File: src/rtl/mfp_reset_pkg.sv
// Shared definitions for the board reset sequencer:
// FSM state encoding, reset_cause bit positions and sizing helper.
package mfp_reset_pkg;

    typedef enum logic [1:0] {
        ST_HOLD    = 2'd0,
        ST_STAGGER = 2'd1,
        ST_RUN     = 2'd2,
        ST_WARM    = 2'd3
    } state_t;

    localparam int CAUSE_KEY   = 0;
    localparam int CAUSE_EJTAG = 1;
    localparam int CAUSE_PLL   = 2;

    function automatic int max2(input int a, input int b);
        return (a > b) ? a : b;
    endfunction

endpackage

File: src/rtl/mfp_reset_sync_debounce.sv
// Two-flop synchroniser followed by a stable-count filter.
// Unfiltered edges pass straight through to filt_o in the same cycle.
module mfp_reset_sync_debounce #(
    parameter int   CYCLES    = 4,
    parameter logic RST_VAL   = 1'b1,
    parameter bit   FILT_RISE = 1'b1,
    parameter bit   FILT_FALL = 1'b1
) (
    input  logic clk_i,
    input  logic rst_i,
    input  logic d_i,
    output logic filt_o
);

    localparam int CW = $clog2(CYCLES) + 1;
    localparam logic [CW-1:0] CNT_LAST = CW'(CYCLES - 1);
    localparam logic [CW-1:0] CNT_ONE  = CW'(1);

    logic          meta_q;
    logic          sync_q;
    logic          acc_q;
    logic          acc_d;
    logic [CW-1:0] cnt_q;
    logic [CW-1:0] cnt_d;
    logic          differ;
    logic          filtered;

    assign differ   = sync_q != acc_q;
    assign filtered = sync_q ? FILT_RISE : FILT_FALL;

    always_comb begin
        acc_d = acc_q;
        cnt_d = '0;
        if (differ) begin
            if (!filtered || cnt_q >= CNT_LAST) begin
                acc_d = sync_q;
            end else if (cnt_q != '1) begin
                cnt_d = cnt_q + CNT_ONE;
            end else begin
                cnt_d = cnt_q;
            end
        end
    end

    always_ff @(posedge clk_i) begin
        if (rst_i) begin
            meta_q <= RST_VAL;
            sync_q <= RST_VAL;
            acc_q  <= RST_VAL;
            cnt_q  <= '0;
        end else begin
            meta_q <= d_i;
            sync_q <= meta_q;
            acc_q  <= acc_d;
            cnt_q  <= cnt_d;
        end
    end

    // A falling edge that is not filtered must drop the output immediately.
    assign filt_o = (acc_q | (~FILT_RISE & sync_q)) & (sync_q | FILT_FALL);

endmodule

File: src/rtl/mfp_reset_sequencer.sv
// Board reset controller: merges key, probe and PLL-lock sources into
// ordered cold and system resets with minimum hold and release stagger.
module mfp_reset_sequencer
    import mfp_reset_pkg::*;
#(
    parameter int DEBOUNCE_CYCLES = 500000,
    parameter int LOCK_CYCLES     = 1024,
    parameter int HOLD_CYCLES     = 64,
    parameter int STAGGER_CYCLES  = 16
) (
    input  logic       SI_ClkIn,
    input  logic       SI_Reset,
    input  logic       key_rst_n,
    input  logic       ej_rst_n,
    input  logic       pll_locked,
    input  logic       cause_clr,
    output logic       cold_reset,
    output logic       sys_reset,
    output logic       reset_done,
    output logic [2:0] reset_cause
);

    localparam int CW = $clog2(max2(HOLD_CYCLES, STAGGER_CYCLES)) + 1;
    localparam logic [CW-1:0] HOLD_LAST = CW'(HOLD_CYCLES - 1);
    localparam logic [CW-1:0] STAG_LAST = CW'(STAGGER_CYCLES - 1);
    localparam logic [CW-1:0] CNT_ONE   = CW'(1);

    logic          key_acc;
    logic          lock_ok;
    logic          ej_meta_q;
    logic          ej_sync_q;
    logic          cold_src;
    logic          warm_src;

    state_t        state_q;
    state_t        state_d;
    logic [CW-1:0] cnt_q;
    logic [CW-1:0] cnt_d;
    logic [CW-1:0] cnt_inc;
    logic [2:0]    cause_q;
    logic [2:0]    cause_d;
    logic [2:0]    cause_set;
    logic [2:0]    cold_bits;
    logic          cold_q;
    logic          sys_q;
    logic          done_q;

    mfp_reset_sync_debounce #(
        .CYCLES    (DEBOUNCE_CYCLES),
        .RST_VAL   (1'b1),
        .FILT_RISE (1'b1),
        .FILT_FALL (1'b1)
    ) u_key (
        .clk_i  (SI_ClkIn),
        .rst_i  (SI_Reset),
        .d_i    (key_rst_n),
        .filt_o (key_acc)
    );

    mfp_reset_sync_debounce #(
        .CYCLES    (LOCK_CYCLES),
        .RST_VAL   (1'b0),
        .FILT_RISE (1'b1),
        .FILT_FALL (1'b0)
    ) u_lock (
        .clk_i  (SI_ClkIn),
        .rst_i  (SI_Reset),
        .d_i    (pll_locked),
        .filt_o (lock_ok)
    );

    assign cold_src = ~lock_ok | ~ej_sync_q;
    assign warm_src = ~key_acc;
    assign cnt_inc  = (cnt_q == '1) ? cnt_q : cnt_q + CNT_ONE;

    always_comb begin
        cold_bits              = '0;
        cold_bits[CAUSE_PLL]   = ~lock_ok;
        cold_bits[CAUSE_EJTAG] = ~ej_sync_q;
    end

    always_comb begin
        state_d   = state_q;
        cnt_d     = cnt_q;
        cause_set = '0;
        unique case (state_q)
            ST_HOLD: begin
                if (cold_src || warm_src) begin
                    cnt_d = '0;
                end else if (cnt_q >= HOLD_LAST) begin
                    state_d = ST_STAGGER;
                    cnt_d   = '0;
                end else begin
                    cnt_d = cnt_inc;
                end
            end
            ST_STAGGER: begin
                if (cold_src) begin
                    state_d   = ST_HOLD;
                    cnt_d     = '0;
                    cause_set = cold_bits;
                end else if (warm_src) begin
                    cnt_d = '0;
                end else if (cnt_q >= STAG_LAST) begin
                    state_d = ST_RUN;
                    cnt_d   = '0;
                end else begin
                    cnt_d = cnt_inc;
                end
            end
            ST_RUN: begin
                cnt_d = '0;
                if (cold_src) begin
                    state_d   = ST_HOLD;
                    cause_set = cold_bits;
                end else if (warm_src) begin
                    state_d              = ST_WARM;
                    cause_set[CAUSE_KEY] = 1'b1;
                end
            end
            ST_WARM: begin
                if (cold_src) begin
                    state_d   = ST_HOLD;
                    cnt_d     = '0;
                    cause_set = cold_bits;
                end else if (warm_src) begin
                    cnt_d = '0;
                end else if (cnt_q >= HOLD_LAST) begin
                    state_d = ST_RUN;
                    cnt_d   = '0;
                end else begin
                    cnt_d = cnt_inc;
                end
            end
        endcase
        // A set in the same cycle as a clear must survive.
        cause_d = (cause_clr ? 3'b000 : cause_q) | cause_set;
    end

    always_ff @(posedge SI_ClkIn) begin
        if (SI_Reset) begin
            ej_meta_q <= 1'b1;
            ej_sync_q <= 1'b1;
            state_q   <= ST_HOLD;
            cnt_q     <= '0;
            cause_q   <= '0;
            cold_q    <= 1'b1;
            sys_q     <= 1'b1;
            done_q    <= 1'b0;
        end else begin
            ej_meta_q <= ej_rst_n;
            ej_sync_q <= ej_meta_q;
            state_q   <= state_d;
            cnt_q     <= cnt_d;
            cause_q   <= cause_d;
            cold_q    <= state_d == ST_HOLD;
            sys_q     <= state_d != ST_RUN;
            done_q    <= state_d == ST_RUN;
        end
    end

    assign cold_reset  = cold_q;
    assign sys_reset   = sys_q;
    assign reset_done  = done_q;
    assign reset_cause = cause_q;

endmodule

File: config.mk
export PLATFORM = sky130hd
export DESIGN_NAME = mfp_reset_sequencer
export DESIGN_NICKNAME = d
export VERILOG_FILES = /design/src/rtl/mfp_reset_pkg.sv /design/src/rtl/mfp_reset_sync_debounce.sv /design/src/rtl/mfp_reset_sequencer.sv
export SDC_FILE = /design/constraint.sdc
export NUM_CORES = 1
export LEC_CHECK = 0
export BUFFER_PORTS_ARGS = -buffer_cell sky130_fd_sc_hd__buf_4
export CAP_MARGIN = 10
export CORE_MARGIN = 1.5
export CORE_UTILIZATION = 29
export CTS_CLUSTER_DIAMETER = 40
export DETAILED_ROUTE_END_ITERATION = 6
export MAX_ROUTING_LAYER = met4
export PLACE_DENSITY_LB_ADDON = 0.05
export SETUP_SLACK_MARGIN = 0.05
export SYNTH_ARGS = -nofsm -noshare
export SYNTH_HDL_FRONTEND = slang
export SYNTH_SLANG_ARGS = --single-unit
File: constraint.sdc
create_clock -name SI_ClkIn -period 2 [get_ports SI_ClkIn]
set_input_delay 0.3 -clock SI_ClkIn [delete_from_list [all_inputs] [get_ports SI_ClkIn]]
set_output_delay 0.3 -clock SI_ClkIn [all_outputs]
set_load 0.05 [all_outputs]
Word-level counts from Yosys, hierarchy flattened. Index checks and enable logic that the tools add are counted.

RAM bits: 0. Register bits after elaboration: 54. Bits in read-only memories: 0. Memories: 0. Bits in latches: 0. Output and inout bits: 6.

Reduce and logical (&&, ||, !) cells: 10. Bitwise operators: 8. Div/mod/pow operators: 0. Equality and inequality tests: 10. Multiply operators: 0. Add/sub/neg operators: 3. Magnitude comparators: 4. Shifts and indexed selects: 0. Multiplexer cells: 27.

Operator list (number): 7-bit two-way mux (8); 7-bit case mux with 4 select lines (1); 2-bit two-way mux (11); 20-bit by 1-bit adder with 20-bit output, second input constant (1); 20-bit by 19-bit >= comparator with 1-bit output, second input constant (1); 20-bit inequality test, second input constant (1); 11-bit by 1-bit adder with 11-bit output, second input constant (1); 11-bit by 10-bit >= comparator with 1-bit output, second input constant (1); 11-bit inequality test, second input constant (1); 2-bit case mux with 4 select lines (1); 7-bit by 1-bit adder with 7-bit output, second input constant (1); 7-bit == test, second input constant (1); 7-bit by 4-bit >= comparator with 1-bit output, second input constant (1); 7-bit by 6-bit >= comparator with 1-bit output, second input constant (1); 2-bit == test, second input constant (3); 3-bit two-way mux (2); 3-bit case mux with 2 select lines (1); 3-bit OR reduction (2); 1-bit NOT (5); 2-bit zero test (2); 2-bit AND reduction (2); 1-bit two-way mux (3); 3-bit bitwise OR (1); 2-bit by 1-bit == test with 1-bit output, second input constant (1); 7 further kinds (9).

Logic depth before layout (Yosys ltp).
Depth after elaboration: 7. Gate-level depth with buffers: 8. Depth with buffers taken out: 5.

Hierarchy. Synthesis repeated with hierarchy kept, for this count alone.

Cells, all modules: 271. Area, all modules: 2471.1 um2.

By module, submodules not included: mfp_reset_sync_debounce (u_key) (times used 1, cells each 128, area an instance 1146.1 um2); mfp_reset_sequencer (times used 1, cells each 83, area an instance 750.7 um2); mfp_reset_sync_debounce (u_lock) (times used 1, cells each 60, area an instance 574.3 um2).

Worst setup path after synthesis. Ideal clock, no wire load.

Path kind: reg2reg. Start point: reg u_key.cnt_q[0]. End point: reg u_key.cnt_q[5]. Setup time: 0.130 ns. Required time: 1.870 ns. Arrival time: 1.551 ns. Period minus slack after synthesis: 1.681 ns. Stages on the path, launching flop included: 9. Buffers on the path: 3. Slack: 0.319 ns. Cell sequence: dfxtp_1 > ha_1 > clkbuf_2 > nand4_1 > a211oi_1 > o21ba_1 > buf_6 > buf_6 > a211oi_2.

Cells in the longest elaborated chain, start to end: 2. Elaborated cells between the ends (all ways): 4. Classes of those cells: 1 x add/sub; 1 x order compare; 1 x eq/ne; 1 x reduce/logical.

RTL lines: start, declared (RTL line mfp_reset_sync_debounce.sv:23) `logic [CW-1:0] cnt_q;`; start signal, assigned (RTL line mfp_reset_sync_debounce.sv:55) `cnt_q <= cnt_d;`; 20-bit by 19-bit >= comparator with 1-bit output (RTL line mfp_reset_sync_debounce.sv:35) `if (!filtered || cnt_q >= CNT_LAST) begin`; 3-bit OR reduction (no line).

Several ways; a longest one is shown, not always the timed one. A chain may end at the register's enable or synchronous reset.

Final worst setup path.
Start point: reg u_key.cnt_q[0]. End point: reg u_key.cnt_q[18].

Same word-level chain as after synthesis.

==> summary.md <==
| Metric | Value |
|---|---|
| Startpoint types | flop |
| Sequential share of the synthesized area | 0.407 |
| Post-Synth XOR/XNOR Area | 0.0264 |
| Cell variety after synth | between 50 and 60 |
| Global-route met1 utilization | 0.186 |
| Clock sink count | between 50 and 60 |
| Critical Path RT | 2190 ps |
| Setup CP Type | reg2reg |
| Reg2Reg Depth | 6 |
| Vias per cell | 5.26 |
| Hold EP | ej_meta_q |
| Number of nets in the layout | 336 |
| Setup violators final | 0 |
| H-tree depth | 2 |
| DRC viols | 0 |
| Synthesized flop and latch total | 54 |
| Die area | 9740 um2 |
| PD cells | roughly 600 nW/um2 |
| Gate Count Post-Synth | 303 |
| Initial Util | 0.302 |
| Congestion Overflow GR | 0 |
| Die width | 98.7 um |
| Setup crit start | u_key.cnt_q[0] |
| Vias in the first global route | 2109 |
| Total power | 1.81 mW |
| First-pass GRT wire length | 10500 um |
| Cell breakdown of the critical path | ha_1 > nand4_1 > a211oi_1 > o21ba_1 > buf_12 > a311oi_1 |
| Synth Area in Simple Gates | 0.316 |
| WL final | 5960 um |
| Mapped Area | 2660 um2 |
| Max stage delay on crit path | 410 ps |
| Placer Congestion | just under 0.8 |
| # hold bufs at CTS | 0 |
| Clk buf depth | 2 |
| Commonest non-fill, non-tap cell in the layout | dfxtp_1 |
| LEAKAGE | 1.01 nW |
| HP Start | ej_rst_n |
| DR WL/cell | 13.7 um |
| Synth Area in Compound Gates | 0.172 |
| Tot GR Track Use | 0.135 |
| Status | finished clean |
| Origin of the critical flop-to-flop path | u_key.cnt_q[0] |
| DRT Pass-1 Iters | 4 |
| Hold/Removal Path Class | in2reg |
| Reg-to-reg endpoint | u_key.cnt_q[18] |
| Worst hold path cell count | 2 |
| Max_cap viols | 0 |
| Mux contribution to synthesized area | 0.0151 |
| Max Slew Vio Count | 0 |
| Worst-case clock skew | 14.9 ps |
| Num CTS Buffers | 5 |
| Pin count of the biggest net entering global routing | 19 |
| Adder and majority gate portion of the synthesized area | 0.0188 |
| Max Clock Freq | roughly 0.57 GHz |
| Core area | slightly below 9000 um2 |
| Tmin final | 1770 ps |
| Area Growth Syn to Fin | 14.2% |
| CP Data Arrival Time | approximately 2000 ps |
| Root buf cell | clkbuf_8 |
| Global routing usage on met2 | 0.202 |
| Worst setup EP type | flop |
| Clock Pin Slew Worst Setup and Hold Paths | between 100 and 150 ps |
| Post-DP HPWL | 4280 um |
| Setup_tns | 0 ps |
| Vias after detailed routing | roughly 2300 |
| Syn_area_per_cell | 8.77 um2 |
| Largest family of logic cells by synthesized area | simple AND/OR/NAND/NOR gates |
| IO Port Bufs | 11 |
| RSZ-0062 raised after global routing | false |
| Ys flop type | dfxtp_1 |
| Met3 usage | 0.0270 |
| Count of flip-flops with a built-in enable after synthesis | 0 |
| Fraction of layout cells with a size suffix above 1 | 0.171 |
| Layout Utilization | 0.344 |
| Most frequent cells in the layout | dfxtp_1 (54), nor2_1 (27), buf_4 (25) |
| Antenna cells | 0 |
| Post-synth ARST share | 0 |
| Final hold vios | 0 |
| # IOs | 12 |
| Yosys Warn Count | 0 |
| Slowest CP cell | dfxtp_1 |
| GRT busiest layer | met2 |
| Rows | 34 |
| Period utilisation layout | 0.883 |
| CTS tree | yes |
| Initial antenna violation count | 0 |
| FF-to-FF setup slack | 230 ps |
| Max VDD drop | 286 uV |
| DRT iter0 DRCs | 95 |
| Die Ht | 98.7 um |
| Clock Latency Late Sink | 320 ps |
| DRT antenna net count | 0 |
| Worst-path fanout max | 13 |
| CP top delay family | compound AO/OA/AOI/OAI gates |
| Buf+Inv Stages, Crit Path | 1 |
==> report_power, final <==
group	internal, mW	switching [mW]	total [mW]	leakage (nW)
Sequential	1.09	0.0104	1.10	0.438
Clock	0.254	0.405	0.659	0.0447
Combinational	0.0278	0.0296	0.0574	0.524
==> cells in the mapped netlist (5+ instances only) <==
cell type	number	area [um2]
a211oi_1	7	52.6
a21oi_1	22	110
a31oi_1	8	50.1
and4_1	10	87.6
dfxtp_1	54	1080
inv_1	11	41.3
nand2_1	21	78.8
nand3_1	14	70.1
nand4_1	16	100
nor2_1	27	101
nor3_1	21	105
or2_2	6	37.5
xnor2_1	5	43.8
==> final cells by class <==
type                    instances  area, um2
well taps                     108        135
repair buffers                 26        208
clock buffers                   5       68.8
flip-flops and latches         54       1080
fillers                       919       5770
multi-input cells             228       1470
clock inverters                 3       25.0
inverters                      11       41.3
==> sequential cells by signal (all words and copies together), names as in the netlist, 2 cells and up <==
register / cells
state_q: 2
reset_cause: 3
u_lock.cnt_q: 11
u_key.cnt_q: 20
cnt_q: 7
==> per-layer routing <==
metal  part of all wire  vias up  wire (um)
met1               0.51     1068       3060
met5                  0        -          0
met3              0.026        7        156
met4              0.013        0         76
met2               0.45       32       2670
li1                   -     1182          -
==> kinds of logic (layout without fill, tap and decap cells) <==
family          after synthesis  after routing
fa+ha+maj                     4              4
other cells                   1              3
simple gates                143            143
mux                           4              4
xor+xnor                      8              8
compound gates               66             66
flops                        54             54
buf+inv                      23             45
==> worst max path at each step <==
stage	endpoint	depth (start not counted)
final	u_key.cnt_q[18]	6
after floorplan	u_key.cnt_q[5]	8
after global placement	u_lock.cnt_q[2]	5
after global routing	u_key.cnt_q[10]	6
after detailed placement	u_lock.cnt_q[2]	5
after CTS	u_lock.cnt_q[2]	5
==> stage by stage <==
stage	std cells	instance area, um2	hold slack (ps)	setup slack (ps)
after floorplan	305	2660	372	319
after global placement	427	2930	392	193
after detailed placement	427	2930	394	131
after CTS	435	3030	143	113
after global routing	435	3030	139	85.5
final	435	3030	152	234
==> what timing repair did <==
item,in CTS,in global routing
gates resized for setup,0,1
endpoints found under the setup margin,0,10
setup buffers,0,0
(Power assumes the default switching activity.)
